==> config.mk <==
export PLATFORM = sky130hd
export DESIGN_NAME = seq_shift_unit
export DESIGN_NICKNAME = d
export VERILOG_FILES = /design/src/rtl/seq_shift_unit.sv
export SDC_FILE = /design/constraint.sdc
export NUM_CORES = 1
export LEC_CHECK = 0
export BUFFER_PORTS_ARGS = -buffer_cell sky130_fd_sc_hd__buf_2
export CAP_MARGIN = 20
export CORE_MARGIN = 2
export CORE_UTILIZATION = 50
export CTS_CLUSTER_SIZE = 10
export DETAILED_ROUTE_END_ITERATION = 8
export PLACE_DENSITY = 0.76
export SLEW_MARGIN = 10
export SYNTH_ARGS = -nofsm -noshare
export SYNTH_HDL_FRONTEND = slang
export SYNTH_SLANG_ARGS = --single-unit
==> constraint.sdc <==
create_clock -name clk -period 5.15 [get_ports clk]
set_input_delay 0.7725 -clock clk [delete_from_list [all_inputs] [get_ports clk]]
set_output_delay 0.7725 -clock clk [all_outputs]
set_load 0.01 [all_outputs]
==> src/rtl/seq_shift_unit.sv <==
// Multi-cycle shifter: SLL/SRL/SRA/ROR on WIDTH-bit operands, up to STEP bits per cycle.
// The result register dout only changes on the edge that completes an operation.
module seq_shift_unit #(
  parameter int WIDTH   = 32,
  parameter int SHAMT_W = 5,
  parameter int STEP    = 1
) (
  input  logic               clk,
  input  logic               rst_n,
  input  logic               start,
  input  logic [1:0]         op,
  input  logic [WIDTH-1:0]   din,
  input  logic [SHAMT_W-1:0] shamt,
  output logic               busy,
  output logic               done,
  output logic [WIDTH-1:0]   dout
);

  localparam logic [1:0] ST_IDLE  = 2'd0;
  localparam logic [1:0] ST_SHIFT = 2'd1;
  localparam logic [1:0] ST_DONE  = 2'd2;

  localparam logic [1:0] OP_SLL = 2'b00;
  localparam logic [1:0] OP_SRL = 2'b01;
  localparam logic [1:0] OP_SRA = 2'b10;

  localparam logic [SHAMT_W-1:0] STEP_K = SHAMT_W'(STEP);

  logic [1:0]         state_q, state_d;
  logic [WIDTH-1:0]   acc_q, acc_d;
  logic [SHAMT_W-1:0] cnt_q, cnt_d;
  logic [1:0]         op_q, op_d;
  logic [WIDTH-1:0]   dout_q, dout_d;

  logic [SHAMT_W-1:0] k;
  logic [SHAMT_W-1:0] k_wrap;
  logic [WIDTH-1:0]   shifted;

  // k is never zero in SHIFT, so WIDTH-k (taken mod WIDTH) is a valid rotate distance.
  always_comb begin
    k      = (cnt_q < STEP_K) ? cnt_q : STEP_K;
    k_wrap = SHAMT_W'(0) - k;
    case (op_q)
      OP_SLL:  shifted = acc_q << k;
      OP_SRL:  shifted = acc_q >> k;
      OP_SRA:  shifted = WIDTH'($signed(acc_q) >>> k);
      default: shifted = (acc_q >> k) | (acc_q << k_wrap);
    endcase
  end

  // Handshake: start is taken only when busy=0 (IDLE or DONE); while busy=1 it is
  // dropped, not queued. done is high for exactly the cycle dout first holds a result.
  always_comb begin
    state_d = state_q;
    acc_d   = acc_q;
    cnt_d   = cnt_q;
    op_d    = op_q;
    dout_d  = dout_q;
    case (state_q)
      ST_SHIFT: begin
        acc_d = shifted;
        cnt_d = cnt_q - k;
        if (cnt_q == k) begin
          state_d = ST_DONE;
          dout_d  = shifted;
        end
      end
      default: begin
        state_d = ST_IDLE;
        if (start) begin
          acc_d = din;
          cnt_d = shamt;
          op_d  = op;
          if (shamt == '0) begin
            state_d = ST_DONE;
            dout_d  = din;
          end else begin
            state_d = ST_SHIFT;
          end
        end
      end
    endcase
  end

  always_ff @(posedge clk) begin
    if (!rst_n) begin
      state_q <= ST_IDLE;
      acc_q   <= '0;
      cnt_q   <= '0;
      op_q    <= '0;
      dout_q  <= '0;
    end else begin
      state_q <= state_d;
      acc_q   <= acc_d;
      cnt_q   <= cnt_d;
      op_q    <= op_d;
      dout_q  <= dout_d;
    end
  end

  assign busy = (state_q == ST_SHIFT);
  assign done = (state_q == ST_DONE);
  assign dout = dout_q;

endmodule

==> impl_metrics.yaml, run 1 <==
run_status:
  outcome: "completed"
grt:
  grt_pass1_vias: 5274
  overflow: 0
  antenna_found_initial: 0
  grt_usage_pct: 32.8
  grt_max_degree: 59
  grt_pass1_wl_um: 28300
finish:
  final_util_pct: 57.4
  multi_input_area_um2: 3250
  nFillCells: 973
  areaGrowthSynthToFinish_pct: 11.1
  antennaDiodeCount: 0
  fin_nets: 754
  area.sequential_um2: 1460
  drive_above_1_share_pct: 19.7
yosys:
  yosysSeqAreaShare_pct: 28.9
  avgSynthCellArea_um2: 7.43
  synthAdderAreaFrac_pct: 0.495
  synth.most_common_cell: "nand2_1"
  ys_ff_latch: 73
  yosys.area.top_type: "dfxtp_1"
  synth_top_cell_area_share_pct: 28.9
  ys.flop_type: "dfxtp_1"
  synth_nets: 724
  synth_cells: 680
  synthTopCellsByArea: "dfxtp_1 (29%), a21oi_1 (6.4%), nand2_1 (6.0%)"
  synth_common_cells: "nand2_1 (81), dfxtp_1 (73), nor2_1 (70)"
  synth_top_family_by_area: "compound AO/OA/AOI/OAI gates"
  ys_types: 69
  synthXorXnorAreaFrac_pct: 0
  synth_compound_area_share_pct: 33.6
  yosysWarningCount: 0
  yosys-mux-area-fraction_pct: 9.24
  synth_edf_count: 0
  yosys.area_share.simple_pct: 20.8
  ys_async_sr_fraction_pct: 0
  syn_area_um2: 5050
clocking:
  cts_tree: "built"
  clock-sinks: 73
  hold_buffers: 0
  clkTransAtPathRegs_ns: 0.08
  cts_buffers: 9
  clock_latency_ns: 0.37
  clock_path_buffers: 2
  cts-root-buf: "clkbuf_8"
  htree_num_levels: 3
  post_cts_buffers: 0
  cts_resized: 0
die:
  core_area_um2: 9770
  start_util_pct: 51.7
  ioPinCount: 76
  die_h_um: 105
  num_rows: 36
  die_area_um2: 10900
  die-width_um: 105
setup_path:
  worst_ep_required_time_ns: 5.45
  worstSetupPathType: "flip-flop to flip-flop"
  crit_arrival_ns: 3.69
  cp_cell_sequence: "nor3_4, nand2_2, inv_4, ha_1, buf_4, and3_1, nand2_1, a41oi_1, a211oi_1, or3_1, a21oi_1"
  max_stage_delay_ns: 0.59
  cp-end-kind: "flip-flop"
  critical-path-slowest-cell: "and3_1"
  crit_path_max_fanout: 16
  start_kind: "flip-flop"
route:
  drcViolationCount: 0
  routedWlPerCell_um: 21.4
  ant_nets: 0
  drt-initial-drc-count: 713
  dr.pass1.iters: 5
  vias: 5677
  routed_wl_um: 18200
  via_per_inst: 6.69
sta:
  finalHoldViolations: 0
  fin_crit_sh_pct: 65.7
  setup_slack_ns: 1.76
  tightest_slew_ns: 0.921
  fmax_ghz: 0.295
  setup-violations-final: 0
  finClkSkew_ns: 0.0112
  slew_headroom_pct: 38.5
  tns_ns: 0
  period_needed_ns: 3.39
  rsz0062_at_grt: "no"
  slew_viol_final: 0
power:
  pwr-share-comb_pct: 39.3
  total_power_mw: 2.07
  p_int_mw: 1.22
  irDropWorstVdd_mv: 0.222
  p_sw_uw: 855
  p_leak_nw: 2.15
  p_seq_share_pct: 35.7
  swShare_pct: 41.2
  clock_power_share_pct: 25.0
  power.density_nw_per_um2: 369
flow_run:
  cap_violations: 0
min_path:
  hold_class: "flip-flop to flip-flop"
placed_design:
  gp_congestion: 0.971
  dpl.hpwl_um: 12100
  io_buffers: 75
  pre_cts_slack_ns: 1.88
-- power by group through the flow --
stage | Clock, mW | Sequential, mW | Combinational (mW)
floorplan | 0 | 0.702 | 0.622
finish | 0.518 | 0.740 | 0.815
global route | 0.545 | 0.746 | 0.882
detailed placement | 0 | 0.746 | 0.790
CTS | 0.517 | 0.733 | 0.795
global placement | 0 | 0.745 | 0.778
-- worst max-delay path: cells and delay by family, from the launching register on --
kind,cells,cell delay [ns]
fa+ha+maj,1,0.36
compound gates,3,0.47
flops,1,0.38
simple gates,5,1.73
buf+inv,2,0.36
-- layout make-up --
class,instances,share of cell area [%]
well taps,133,2.96
multi-input cells,528,57.9
inverters,10,0.713
flip-flops and latches,73,26.0
clock buffers,11,2.52
clock inverters,5,1.40
repair buffers,88,8.42
-- routing by layer --
layer  wire (um)  part of all wire, %  GRT usage, %  vias up
li1            -                    -             -     2607
met3        1740                  9.6          6.95       51
met5           0                    0             0        -
met4         599                  3.3          13.9        0
met1        7770                   43          44.1     2667
met2        8070                   44          50.7      352
-- cells in the final DEF, fill, tap and decap left out, drive strengths merged, types with 4 or more instances in the layout --
| master | count |
|---|---|
| a2111oi | 5 |
| a211oi | 27 |
| a21oi | 66 |
| a221o | 4 |
| a221oi | 4 |
| a22oi | 5 |
| a311oi | 5 |
| a31oi | 16 |
| a32o | 10 |
| and2 | 6 |
| and3 | 4 |
| buf | 88 |
| clkbuf | 11 |
| clkinv | 4 |
| dfxtp | 73 |
| inv | 9 |
| mux2 | 15 |
| mux2i | 14 |
| mux4 | 7 |
| nand2 | 82 |
| nand3 | 29 |
| nand4 | 4 |
| nor2 | 71 |
| nor2b | 4 |
| nor3 | 15 |
| nor4 | 4 |
| o211ai | 11 |
| o21ai | 56 |
| o22ai | 4 |
| o311ai | 6 |
| o31ai | 9 |
| or3 | 8 |
-- kinds of logic (layout without fill, tap and decap cells) --
logic type      count (synthesis)  in the layout
buf+inv                        79            114
mux                            36             36
fa+ha+maj                       2              2
flops                          73             73
compound gates                255            255
simple gates                  234            234
other cells                     1              1
-- state kept, by name (all words and copies together), names as in the netlist --
signal,count
op_q,2
cnt_q,5
dout,32
acc_q,32
state_q,2
-- metrics by stage --
step           hold WS (ns)  cell area, um2  std cells
2_1_floorplan         0.462            5050        680
3_3_place_gp          0.439            5390        832
3_5_place_dp          0.446            5390        832
4_1_cts               0.457            5610        848
5_1_grt               0.481            5610        848
6_report              0.458            5610        848
-- final timing paths --
kind / from / cells after the start / to / slack [ns]
worst max-delay path: cnt_q[2]$_SDFFE_PN0N_ / 11 / dout[28]$_SDFFE_PN0P_ / 1.76
worst min-delay path: dout[10]$_SDFFE_PN0P_ / 2 / dout[10]$_SDFFE_PN0P_ / 0.46
worst min register to register: dout[10]$_SDFFE_PN0P_ / 2 / dout[10]$_SDFFE_PN0P_ / 0.46
worst max register to register: cnt_q[2]$_SDFFE_PN0N_ / 11 / dout[28]$_SDFFE_PN0P_ / 1.76
Note: power is estimated with default switching activity, not from simulation.
==> run 2: changes to the inputs <==
--- a/config.mk
+++ b/config.mk
@@ -5,6 +5,7 @@
 export SDC_FILE = /design/constraint.sdc
 export NUM_CORES = 1
 export LEC_CHECK = 0
+export ABC_AREA = 1
 export BUFFER_PORTS_ARGS = -buffer_cell sky130_fd_sc_hd__buf_2
 export CAP_MARGIN = 20
 export CORE_MARGIN = 2
==> constraint.sdc (replaced) <==
create_clock -name clk -period 3.12 [get_ports clk]
set_input_delay 0.468 -clock clk [delete_from_list [all_inputs] [get_ports clk]]
set_output_delay 0.468 -clock clk [all_outputs]
set_load 0.01 [all_outputs]
==> impl_metrics.yaml, run 2 <==
power:
  p_int_mw: 2.24
  p_sw_mw: 2.17
  p_leak_nw: 3.11
  clock_power_share_pct: 18.4
  swShare_pct: 49.1
  irDropWorstVdd_mv: 0.357
  pwr-share-comb_pct: 55.5
  power.density_nw_per_um2: 732
  p_seq_share_pct: 26.1
route:
  dr.pass1.iters: 5
  highest_layer: "met4"
  vias: 6487
  drt-initial-drc-count: 819
  m1WireLength_um: 8380
  routedWlPerCell_um: 16.8
  ant_nets: 0
  wl_met2_um: 7360
  dr_wl_met3_um: 2050
  via_per_inst: 5.91
  drcViolationCount: 0
  routed_wl_um: 18500
setup_path:
  crit_path_max_fanout: 29
  crit_arrival_ns: 2.92
  r2r_slack_ns: 0.50
  worst_ep_required_time_ns: 3.42
  cp-end-kind: "flip-flop"
  start_kind: "flip-flop"
  worstSetupPathType: "flip-flop to flip-flop"
finish:
  layout_commonest_cell: "nand2_1"
  final_area_um2: 6020
  fin_nets: 1003
  fin_cells: 1098
  drive_above_1_share_pct: 14.8
  layout_common_cells: "nand2_1 (230), nand3_1 (131), inv_1 (114)"
  antennaDiodeCount: 0
  areaGrowthSynthToFinish_pct: 11.9
run_status:
  outcome: "completed"
die:
  ioPinCount: 76
  die_h_um: 108
  num_rows: 37
  start_util_pct: 51.9
  core_area_um2: 10400
  die-width_um: 108
  die_area_um2: 11600
yosys:
  yosysSeqAreaShare_pct: 27.1
  synth.most_common_cell: "nand2_1"
  avgSynthCellArea_um2: 5.92
  synth_top_cell_area_share_pct: 27.1
  synth_edf_count: 0
  ys.flop_type: "dfxtp_1"
  synth_nets: 953
  yosys.area.top_type: "dfxtp_1"
  synth_common_cells: "nand2_1 (230), nand3_1 (131), inv_1 (114)"
  syn_area_um2: 5380
  ys_async_sr_fraction_pct: 0
  ys_ff_latch: 73
  yosysWarningCount: 0
  synthTopCellsByArea: "dfxtp_1 (27%), nand2_1 (16%), nand3_1 (12%)"
  synth_cells: 909
  ys_types: 43
clocking:
  clock-sinks: 73
  cts_buffers: 9
  clkTransAtPathRegs_ns: 0.08
  cts-root-buf: "clkbuf_8"
  hold_buffers: 0
  clock_latency_ns: 0.37
  htree_num_levels: 3
  cts_resized: 0
  post_cts_buffers: 0
  clock_path_buffers: 2
  cts_tree: "built"
placed_design:
  dpl.hpwl_um: 13300
  gp_congestion: 1.05
  pre_cts_slack_ns: 0.595
  dpl_cell_area_um2: 5820
  io_buffers: 75
  placed_cells: 1084
sta:
  fin_crit_sh_pct: 84.0
  slew_headroom_pct: 45.2
  rsz0062_at_grt: "no"
  setup-violations-final: 0
  slew_viol_final: 0
  finClkSkew_ns: 0.0231
  tns_ns: 0
  setup_slack_ns: 0.498
  tightest_slew_ns: 0.820
  fmax_ghz: 0.381
  period_needed_ns: 2.62
  finalHoldViolations: 0
grt:
  grt_pass1_wl_um: 29900
  grt_pass1_vias: 5799
  grt_usage_pct: 32.8
  overflow: 0
  grt_max_degree: 62
  antenna_found_initial: 0
min_path:
  hold_class: "input pin to flip-flop"
flow_run:
  cap_violations: 0
[run 2: power groups by stage]
stage | clock network, mW | registers [mW] | logic, mW
2_1_floorplan | 0 | 1.18 | 1.73
3_3_place_gp | 0 | 1.17 | 2.37
3_5_place_dp | 0 | 1.17 | 2.35
4_1_cts | 0.814 | 1.15 | 2.37
5_1_grt | 0.851 | 1.16 | 2.70
6_report | 0.812 | 1.15 | 2.45
[run 2: kinds of logic after synthesis]
family	after synthesis	share of synthesized area, %
simple gates	440	37.1
compound gates	217	21.8
buf+inv	176	13.5
flops	73	27.1
fa+ha+maj	2	0.465
other cells	1	0.0697
[run 2: cell type report]
type                       count  area [um2]
multi-input combinational    660        3200
fill                        1102        4350
tap                          136         170
clock inverter                 5        82.6
sequential                    73        1460
clock buffer                   9         124
inverter                     118         443
timing repair buffer          97         541
[run 2: path summary, 6_finish.rpt]
check / startpoint / endpoint / cells after the start
setup / recovery: cnt_q[1]$_SDFFE_PN0N_ / acc_q[29]$_SDFFE_PN0N_ / 18
hold reg to reg: dout[2]$_SDFFE_PN0P_ / dout[2]$_SDFFE_PN0P_ / 2
hold / removal: op[0] / op_q[0]$_SDFFE_PN0P_ / 3
setup reg to reg: cnt_q[1]$_SDFFE_PN0N_ / acc_q[29]$_SDFFE_PN0N_ / 18
[run 2: critical path: stages (launching register included)]
cell     delay (ns)
dfxtp_1        0.36
nor2_2         0.20
nand2_1        0.16
nor2_2         0.13
ha_1           0.25
buf_4          0.24
nor2_1         0.36
nand3_1        0.13
nand2_1        0.08
inv_1          0.04
nand2_1        0.08
nand2_1        0.08
nand2_1        0.07
nand2_1        0.05
nand3_1        0.08
nand2_1        0.08
nand3_1        0.07
nand2_1        0.06
inv_1          0.05
[run 2: stage by stage]
step,power [mW],hold WS [ns],utilization (%)
final,4.41,0.405,58.1
after global routing,4.72,0.429,58.1
after CTS,4.33,0.399,58.1
after detailed placement,3.52,0.467,56.1
after global placement,3.53,0.460,56.1
after floorplan,2.90,0.471,-
[run 2: per-layer routing]
metal,global-route usage (%),up-vias
li1,-,3120
met4,12.3,0
met3,7.32,57
met1,48.1,2903
met2,46.3,407
met5,0,-
